--- src/rtl/expmul_scheduler.sv ---
// -----------------------------------------------------------------------------
// expmul_scheduler
//
// Issues the exp-multiply operations for one online-softmax row. For each
// incoming Q4.4 score it updates the running row maximum and issues up to two
// ops to the shared exp-multiply stage:
//   rescale (em_o_star_mode=1): exp(m_old - m_new) applied to the O* accumulator
//   scale   (em_o_star_mode=0): exp(s - m_new) applied to the V row
// It also counts the KV tokens of each query and flags that query's last one.
//
// Ports
//   clk, rst        clock, synchronous active-high reset
//   seq_len         tokens per query, sampled on the first token of a query
//   s_vld/s_rdy/s_in          score input handshake, signed Q4.4 score
//   em_vld/em_rdy             op handshake to the exp-multiply stage
//   em_a, em_b                minuend / subtrahend (em_a - em_b <= 0)
//   em_o_star_mode            1 = rescale O*, 0 = scale V
//   em_last                   scale op of the last token of the query
//   kv_idx                    index of the token being processed
//   m_run                     current running maximum
//   query_done                one-cycle pulse after the last scale op
// -----------------------------------------------------------------------------
module expmul_scheduler #(
   parameter int MAX_SEQ_LENGTH  = 64,
   parameter int SCORE_W         = 8,
   parameter int SKIP_EQ_RESCALE = 1,
   localparam int LEN_W = $clog2(MAX_SEQ_LENGTH) + 1,
   localparam int IDX_W = $clog2(MAX_SEQ_LENGTH)
) (
   input  logic               clk,
   input  logic               rst,
   input  logic [LEN_W-1:0]   seq_len,
   input  logic               s_vld,
   output logic               s_rdy,
   input  logic [SCORE_W-1:0] s_in,
   output logic               em_vld,
   input  logic               em_rdy,
   output logic [SCORE_W-1:0] em_a,
   output logic [SCORE_W-1:0] em_b,
   output logic               em_o_star_mode,
   output logic               em_last,
   output logic [IDX_W-1:0]   kv_idx,
   output logic [SCORE_W-1:0] m_run,
   output logic               query_done
);

   typedef enum logic [1:0] {IDLE, RESC, SCALE} state_t;

   // Most-negative signed score: the identity element for max().
   localparam logic [SCORE_W-1:0] M_MIN = {1'b1, {(SCORE_W-1){1'b0}}};

   state_t             state_q,      state_d;
   logic [IDX_W-1:0]   kv_idx_q,     kv_idx_d;
   logic [SCORE_W-1:0] m_run_q,      m_run_d;
   logic [SCORE_W-1:0] m_new_q,      m_new_d;
   logic [SCORE_W-1:0] s_q,          s_d;
   logic [LEN_W-1:0]   len_q,        len_d;
   logic               first_tok_q,  first_tok_d;
   logic               query_done_q, query_done_d;

   logic [SCORE_W-1:0] m_new_c;
   logic               is_last;

   assign m_new_c = ($signed(s_in) > $signed(m_run_q)) ? s_in : m_run_q;
   assign is_last = ({1'b0, kv_idx_q} == LEN_W'(len_q - LEN_W'(1)));

   always_comb begin
      // NOTE: every combinational output gets a default first so no path
      // through the case statement leaves one unassigned (which would infer a latch).
      state_d        = state_q;
      kv_idx_d       = kv_idx_q;
      m_run_d        = m_run_q;
      m_new_d        = m_new_q;
      s_d            = s_q;
      len_d          = len_q;
      first_tok_d    = first_tok_q;
      query_done_d   = 1'b0;
      s_rdy          = 1'b0;
      em_vld         = 1'b0;
      em_a           = '0;
      em_b           = '0;
      em_o_star_mode = 1'b0;
      em_last        = 1'b0;

      case (state_q)
         IDLE: begin
            s_rdy = 1'b1;
            if (s_vld) begin
               s_d     = s_in;
               m_new_d = m_new_c;
               if (first_tok_q) begin
                  // First token defines the maximum; no O* exists yet to rescale.
                  len_d       = seq_len;
                  m_run_d     = s_in;
                  first_tok_d = 1'b0;
                  state_d     = SCALE;
               end else if ((SKIP_EQ_RESCALE != 0) && (m_new_c == m_run_q)) begin
                  state_d = SCALE;
               end else begin
                  state_d = RESC;
               end
            end
         end

         RESC: begin
            em_vld         = 1'b1;
            em_a           = m_run_q;
            em_b           = m_new_q;
            em_o_star_mode = 1'b1;
            if (em_rdy) begin
               m_run_d = m_new_q;
               state_d = SCALE;
            end
         end

         SCALE: begin
            em_vld  = 1'b1;
            em_a    = s_q;
            em_b    = m_run_q;
            em_last = is_last;
            if (em_rdy) begin
               state_d = IDLE;
               if (is_last) begin
                  kv_idx_d     = '0;
                  first_tok_d  = 1'b1;
                  m_run_d      = M_MIN;
                  query_done_d = 1'b1;
               end else begin
                  kv_idx_d = kv_idx_q + IDX_W'(1);
               end
            end
         end

         default: state_d = IDLE;
      endcase
   end

   // NOTE: state registers use non-blocking assignments so every flop samples
   // the values computed before the edge, independent of statement order.
   always_ff @(posedge clk) begin
      if (rst) begin
         state_q      <= IDLE;
         kv_idx_q     <= '0;
         m_run_q      <= M_MIN;
         m_new_q      <= '0;
         s_q          <= '0;
         len_q        <= '0;
         first_tok_q  <= 1'b1;
         query_done_q <= 1'b0;
      end else begin
         state_q      <= state_d;
         kv_idx_q     <= kv_idx_d;
         m_run_q      <= m_run_d;
         m_new_q      <= m_new_d;
         s_q          <= s_d;
         len_q        <= len_d;
         first_tok_q  <= first_tok_d;
         query_done_q <= query_done_d;
      end
   end

   assign kv_idx     = kv_idx_q;
   assign m_run      = m_run_q;
   assign query_done = query_done_q;

endmodule

--- config.mk ---
export PLATFORM = sky130hd
export DESIGN_NAME = expmul_scheduler
export DESIGN_NICKNAME = d
export VERILOG_FILES = /design/src/rtl/expmul_scheduler.sv
export SDC_FILE = /design/constraint.sdc
export NUM_CORES = 1
export LEC_CHECK = 0
export CAP_MARGIN = 20
export CORE_ASPECT_RATIO = 1.4
export CORE_MARGIN = 4
export CORE_UTILIZATION = 45
export DETAILED_ROUTE_END_ITERATION = 12
export GPL_TIMING_DRIVEN = 0
export PLACE_DENSITY = 0.83
export SLEW_MARGIN = 0
export SYNTH_ARGS = -nofsm -noshare
export SYNTH_HDL_FRONTEND = slang
export SYNTH_SLANG_ARGS = --single-unit
--- constraint.sdc ---
create_clock -name clk -period 2.4 [get_ports clk]
set_input_delay 0.36 -clock clk [delete_from_list [all_inputs] [get_ports clk]]
set_output_delay 0.36 -clock clk [all_outputs]
set_load 0.02 [all_outputs]
==> impl_metrics.tcl, run 1 <==
set metrics [dict create \
    ir_drop_mv 0.548 \
    worst_hold_path.endpoint "state_q[0]$_SDFFE_PP0P_" \
    drv_slew 0 \
    p_per_area_nw_per_um2 982 \
    ff2ff_path_depth 10 \
    synthFlopType "dfxtp_1" \
    drtIter0Drc 244 \
    critPathKind "reg2out" \
    internal_power_mw 1.82 \
    ys_ff_latch 41 \
    syn_nets 356 \
    endpoint_kind "primary output" \
    max_cap_violations 0 \
    ys_seq_area_share_pct 32.9 \
    die_x_um 71.0 \
    place_area_sq_um 3100 \
    die_h_um 96.1 \
    synthToLayoutAreaGrowth_pct 34.9 \
    h-tree-depth 2 \
    grt.overflow.total 0 \
    crit_buf_inv 3 \
    clockBufferDepth 2 \
    p_comb_share_pct 55.5 \
    r2r-start "len_q[0]$_SDFFE_PP0P_" \
    slew_headroom_pct 57.4 \
    fin_nets 426 \
    diodes 0 \
    place.gp.congestion 0.929 \
    synth_top_family_by_area "compound AO/OA/AOI/OAI gates" \
    synth_top_area_share_pct 32.9 \
    numCtsBuffers 5 \
    synth-compound-area-share_pct 27.8 \
    yosys.area_share.simple_pct 21.0 \
    yosys_warnings 0 \
    holdBufCountCts 0 \
    worst_slew_pin_slew_ps 638 \
    drc 0 \
    rsz0062_at_grt "yes" \
    grt_pass1_vias 2639 \
    seqPwrFrac_pct 31.1 \
    r2r_end "m_run[2]$_SDFFE_PP0P_" \
    cp_common_cell "buf_6" \
    synth_cell_type_count 42 \
    synthXorXnorAreaFrac_pct 5.96 \
    totalWireLength_um 8560 \
    clock_latency_ps 300 \
    dieArea_sq_um 6820 \
    finalSetupViolCount 1 \
    fillers 476 \
    wl_per_cell_um 18.6 \
    hp-class "in2reg" \
    p_sw_mw 1.48 \
    final_core_util_pct 63.9 \
    drive_above_1_share_pct 15.9 \
    grt_pass1_wl_um 13000 \
    firstDrtPassIters 5 \
    clock-sinks 41 \
    dp_hpwl_um 5380 \
    cts-root-buf "clkbuf_8" \
    cp.required_ps 2040 \
    groute.usage.overall_pct 24.2 \
    muxShareOfSynthArea_pct 0.401 \
    finalPower_mw 3.31 \
    cp_top_family "simple AND/OR/NAND/NOR gates" \
    avgSynthCellArea_sq_um 7.71 \
    vias 2797 \
    grt_max_degree 12 \
    pin_count 54 \
    clkPwrFrac_pct 13.4 \
    ys_async_sr_fraction_pct 0 \
    syn_inst 324 \
    start_util_pct 47.3 \
    power.leakage_nw 1.31 \
    finalWorstPathRequiredPeriod_ps 2550 \
    slowest_delay_ps 370 \
    period_share_pct 106 \
    cpMaxStageDelayCell "or3_4" \
    fp-row-count 31 \
    path_cells "buf_6 -> or3_4 -> xnor2_4 -> nor4_4 -> o211ai_1 -> buf_4 -> nor2_4 -> buf_6" \
    start_kind "flip-flop" \
    ant_nets 0 \
    setup_ws_ps -147 \
    synth_top_cell_by_area "dfxtp_1" \
    p_sw_share_pct 44.9 \
    port_buffers 52 \
    yosys-top-cells-area "dfxtp_1 33%, a21oi_1 9.0%, nand2_1 6.6%, ha_1 6.5%, a22o_1 5.3%" \
    finalHoldViolations 0 \
    antenna_found_initial 0 \
    tns_ps -147 \
    core_area_sq_um 5280 \
    path_clk_slew_ps 70 \
    synth_edf_count 0 \
    fin_skew_ps 6.49 \
    whs_path_depth 2 \
    cp.depth 8 \
    final_area_sq_um 3370 \
    via_per_inst 6.07 \
    arrival_ps 2190 \
    r2r_slack_ps 90 \
    fmax_mhz 393 \
    worstPathMaxFanout 2 \
    violations "setup timing" \
    synth_fa_ha_area_share_pct 6.51 \
    status "finished, violations left" \
    cts_tree "done" \
    hold_start "rst" \
    synthesis.area_sq_um 2500 \
    post-place-ws_ps -791 \
]
[cell usage after synthesis, types with 8 or more instances]
cell,n
a211oi_1,9
a21oi_1,45
a22o_1,15
a31oi_1,12
clkbuf_1,19
dfxtp_1,41
ha_1,13
inv_1,16
nand2_1,44
nand3_1,16
nor2_1,8
nor2b_1,9
o21ai_0,20
xor2_1,10
[what timing repair did]
item                                    in CTS  in global routing
buffers inserted                             7                  6
resized for setup                           79                 17
pin swaps                                    7                  3
endpoints found under the hold margin        0                  0
endpoints found under the setup margin      21                 34
[per-layer routing]
metal  GRT usage, %  share of wire, %  wire, um  vias to the layer above
met4           13.8               3.2       275                        0
met2           42.7                51      4360                      168
met5              0                 0         0                        -
li1               -                 -         -                     1298
met3           4.49               7.9       675                       30
met1           27.2                38      3250                     1301
[per-stage QoR]
stage	cells	hold slack, ps
finish	461	404
floorplan	324	437
global placement	442	442
CTS	456	408
global route	461	455
detailed placement	442	451
[layout by cell type (no fill, tap or decap), drive strengths merged, types with 2 or more instances in the layout]
cell and n:
clkdlybuf4s50 35, nor2 8, or3 3, nand4 3
a22o 15, or2 2, nand3b 2, ha 13
a21oi 45, a31oi 12, nor4 3, buf 26
dfxtp 41, a211oi 10, clkbuf 25, and2 4
or4 3, inv 16, nand2 44, o211ai 2
xnor2 7, nand3 16, dlygate4sd2 4, nor3 3
o21ai 21, xor2 10, nor2b 9
[flip-flops by register name, summed over array words and instances (netlist names)]
register     count
len_q            7
m_new_q          8
first_tok_q      1
m_run            8
s_q              8
kv_idx           6
state_q          2
query_done       1
[layout make-up]
type                       instances  area [sq um]  area share (%)
multi-input combinational        247          1650            48.9
sequential                        41           827            24.5
timing repair buffer              65           566            16.8
buffer                            18           106            3.16
tap                               66          82.6            2.45
clock buffer                       8          80.1            2.38
inverter                          16          60.1            1.78
[how the worst max path moves through the flow]
stage / from / end / slack, ps
4_1_cts: len_q[0]$_SDFFE_PP0P_ / em_last / -50
5_1_grt: len_q[0]$_SDFFE_PP0P_ / em_last / -250
2_1_floorplan: len_q[0]$_SDFFE_PP0P_ / em_last / 60
6_report: len_q[0]$_SDFFE_PP0P_ / em_last / -150
3_3_place_gp: state_q[0]$_SDFFE_PP0P_ / em_b[7] / -790
3_5_place_dp: state_q[0]$_SDFFE_PP0P_ / em_b[7] / -790
[logic make-up after synthesis]
group           Yosys count
compound gates          112
simple gates            104
flops                    41
buf+inv                  36
xor+xnor                 17
fa+ha+maj                13
mux                       1
[power groups by stage]
stage / Clock [mW] / Sequential, mW / Combinational (mW)
final: 0.442 / 1.03 / 1.84
after detailed placement: 0 / 1.02 / 1.56
after global placement: 0 / 1.01 / 1.53
after CTS: 0.439 / 1.01 / 1.68
after global routing: 0.468 / 1.05 / 1.98
after floorplan: 0 / 1.04 / 1.01
Note: power is estimated with default switching activity, not from simulation.
==> run 2: changes to the inputs <==
SLEW_MARGIN = 5   (was 0)
==> results of run 2 <==
The final DEF is identical to that of run 1; final timing and power are the same.
==> run 3: changes to the inputs <==
--- a/config.mk
+++ b/config.mk
@@ -13,3 +13,3 @@
 export GPL_TIMING_DRIVEN = 0
-export PLACE_DENSITY = 0.83
+export PLACE_DENSITY_LB_ADDON = 0.25
 export SLEW_MARGIN = 5
--- a/constraint.sdc
+++ b/constraint.sdc
@@ -3,2 +3,2 @@
 set_output_delay 0.36 -clock clk [all_outputs]
-set_load 0.02 [all_outputs]
+set_load 0.01 [all_outputs]
==> impl_metrics.tcl, run 3 (synthesized netlist as in run 1, its figures left out) <==
set metrics [dict create \
    totalWireLength_um 7920 \
    path_clk_slew_ps 70 \
    r2r_slack_ps 80 \
    fmax_mhz 409 \
    grt_max_degree 12 \
    path_cells "inv_4 -> ha_4 -> buf_6 -> xnor2_2 -> xnor2_1 -> nor4_2 -> o211ai_1 -> buf_4 -> nor2_2 -> buf_2" \
    cts_tree "done" \
    dieArea_sq_um 6820 \
    finalSetupViolCount 1 \
    final_cell_mix "44 x nand2_1, 43 x a21oi_1, 37 x dfxtp_1" \
    grt_pass1_vias 2639 \
    r2r_end "m_run[5]$_SDFFE_PP0P_" \
    cts-root-buf "clkbuf_8" \
    hp-class "in2reg" \
    slowest_delay_ps 380 \
    ir_drop_mv 0.438 \
    synthToLayoutAreaGrowth_pct 35.1 \
    worst_slew_pin_slew_ps 642 \
    clock_latency_ps 290 \
    place.gp.congestion 0.918 \
    cp_top_family "buffers and inverters" \
    cpMaxStageDelayCell "dfxtp_4" \
    final_area_sq_um 3370 \
    place_area_sq_um 3100 \
    drive_above_1_share_pct 15.3 \
    numCtsBuffers 5 \
    r2r-start "len_q[0]$_SDFFE_PP0P_" \
    p_per_area_nw_per_um2 939 \
    final_common_cell "nand2_1" \
    drc 0 \
    dp_hpwl_um 5620 \
    seq_area_sq_um 831 \
    antenna_found_initial 0 \
    die_x_um 71.0 \
    clockBufferDepth 2 \
    rsz0062_at_grt "yes" \
    wl_per_cell_um 17.3 \
    core_area_sq_um 5280 \
    fin_nets 424 \
    hold_start "rst" \
    port_buffers 52 \
    status "finished, violations left" \
    setup_ws_ps -43.9 \
    start_util_pct 47.3 \
    worst_hold_path.endpoint "state_q[0]$_SDFFE_PP0P_" \
    fp-row-count 31 \
    grt.overflow.total 0 \
    groute.usage.overall_pct 23.3 \
    die_h_um 96.1 \
    crit_buf_inv 4 \
    finalHoldViolations 0 \
    whs_path_depth 2 \
    holdBufCountCts 0 \
    period_share_pct 102 \
    finalPower_mw 3.17 \
    multi_input_area_sq_um 1620 \
    ff2ff_path_depth 11 \
    vias 2706 \
    clock-sinks 41 \
    diodes 0 \
    drtIter0Drc 180 \
    start_kind "flip-flop" \
    critPathKind "reg2out" \
    fin_skew_ps 6.48 \
    cp.required_ps 2040 \
    endpoint_kind "primary output" \
    slew_headroom_pct 57.2 \
    power.leakage_nw 1.32 \
    ant_nets 0 \
    finalWorstPathRequiredPeriod_ps 2440 \
    fillers 503 \
    drv_slew 0 \
    violations "setup timing" \
    firstDrtPassIters 4 \
    max_cap_violations 0 \
    via_per_inst 5.91 \
    worstPathMaxFanout 4 \
    grt_pass1_wl_um 12500 \
    arrival_ps 2080 \
    h-tree-depth 2 \
    pin_count 54 \
]
-- run 3: cell count changes in the layout (fill, tap and decap cells not counted), moves of 2 or more --
cell / previous run / this run
dfxtp_4: 0 / 2
clkbuf_2: 1 / 7
clkdlybuf4s15_2: 0 / 3
dfxtp_2: 5 / 2
buf_2: 9 / 1
inv_1: 14 / 12
buf_4: 14 / 11
clkbuf_1: 16 / 14
-- run 3: cell type report --
cell class	instances	area share, %
inverter	16	1.85
timing repair buffer	63	16.8
buffer	18	3.71
tap	66	2.45
sequential	41	24.6
clock buffer	7	2.56
multi-input combinational	247	48.0
-- run 3: how the worst max path moves through the flow --
stage	depth (start not counted)	to	startpoint
2_1_floorplan	7	em_a[3]	state_q[0]$_SDFFE_PP0P_
3_3_place_gp	8	em_a[7]	state_q[0]$_SDFFE_PP0P_
3_5_place_dp	8	em_a[7]	state_q[0]$_SDFFE_PP0P_
4_1_cts	7	em_last	len_q[2]$_SDFFE_PP0P_
5_1_grt	10	em_last	len_q[0]$_SDFFE_PP0P_
6_report	10	em_last	len_q[0]$_SDFFE_PP0P_
-- run 3: routing by layer --
layer  up-vias  routed length [um]  global-route usage (%)
li1       1295                   -                       -
met1      1283                3080                    25.4
met2       106                4190                    43.3
met3        22                 399                    3.87
met4         0                 255                    11.1
met5         -                   0                       0
-- run 3: report_power, final --
| group | switching [mW] | internal (mW) | leakage, nW | total, mW |
|---|---|---|---|---|
| Clock | 0.233 | 0.228 | 0.0443 | 0.461 |
| Combinational | 0.932 | 0.752 | 0.941 | 1.68 |
| Sequential | 0.179 | 0.844 | 0.339 | 1.02 |
| Total | 1.34 | 1.82 | 1.32 | 3.17 |
-- run 3: per-stage QoR --
step | std cells | hold WS, ps | TNS (ps) | setup slack (ps) | util [%]
6_report | 458 | 441 | -43.9 | -43.9 | 64.0
2_1_floorplan | 324 | 437 | 0 | 39.7 | -
5_1_grt | 458 | 461 | -335 | -136 | 64.0
4_1_cts | 456 | 429 | -5.90 | -5.90 | 63.7
3_5_place_dp | 442 | 450 | -16670 | -1070 | 58.8
3_3_place_gp | 442 | 442 | -16480 | -1070 | 58.8
-- run 3: repair_timing --
| item | CTS | global route |
|---|---|---|
| pin swaps | 5 | 5 |
| gates resized for setup | 68 | 17 |
| setup endpoints to repair | 27 | 22 |
| setup buffers | 8 | 3 |
| cloned | 0 | 0 |
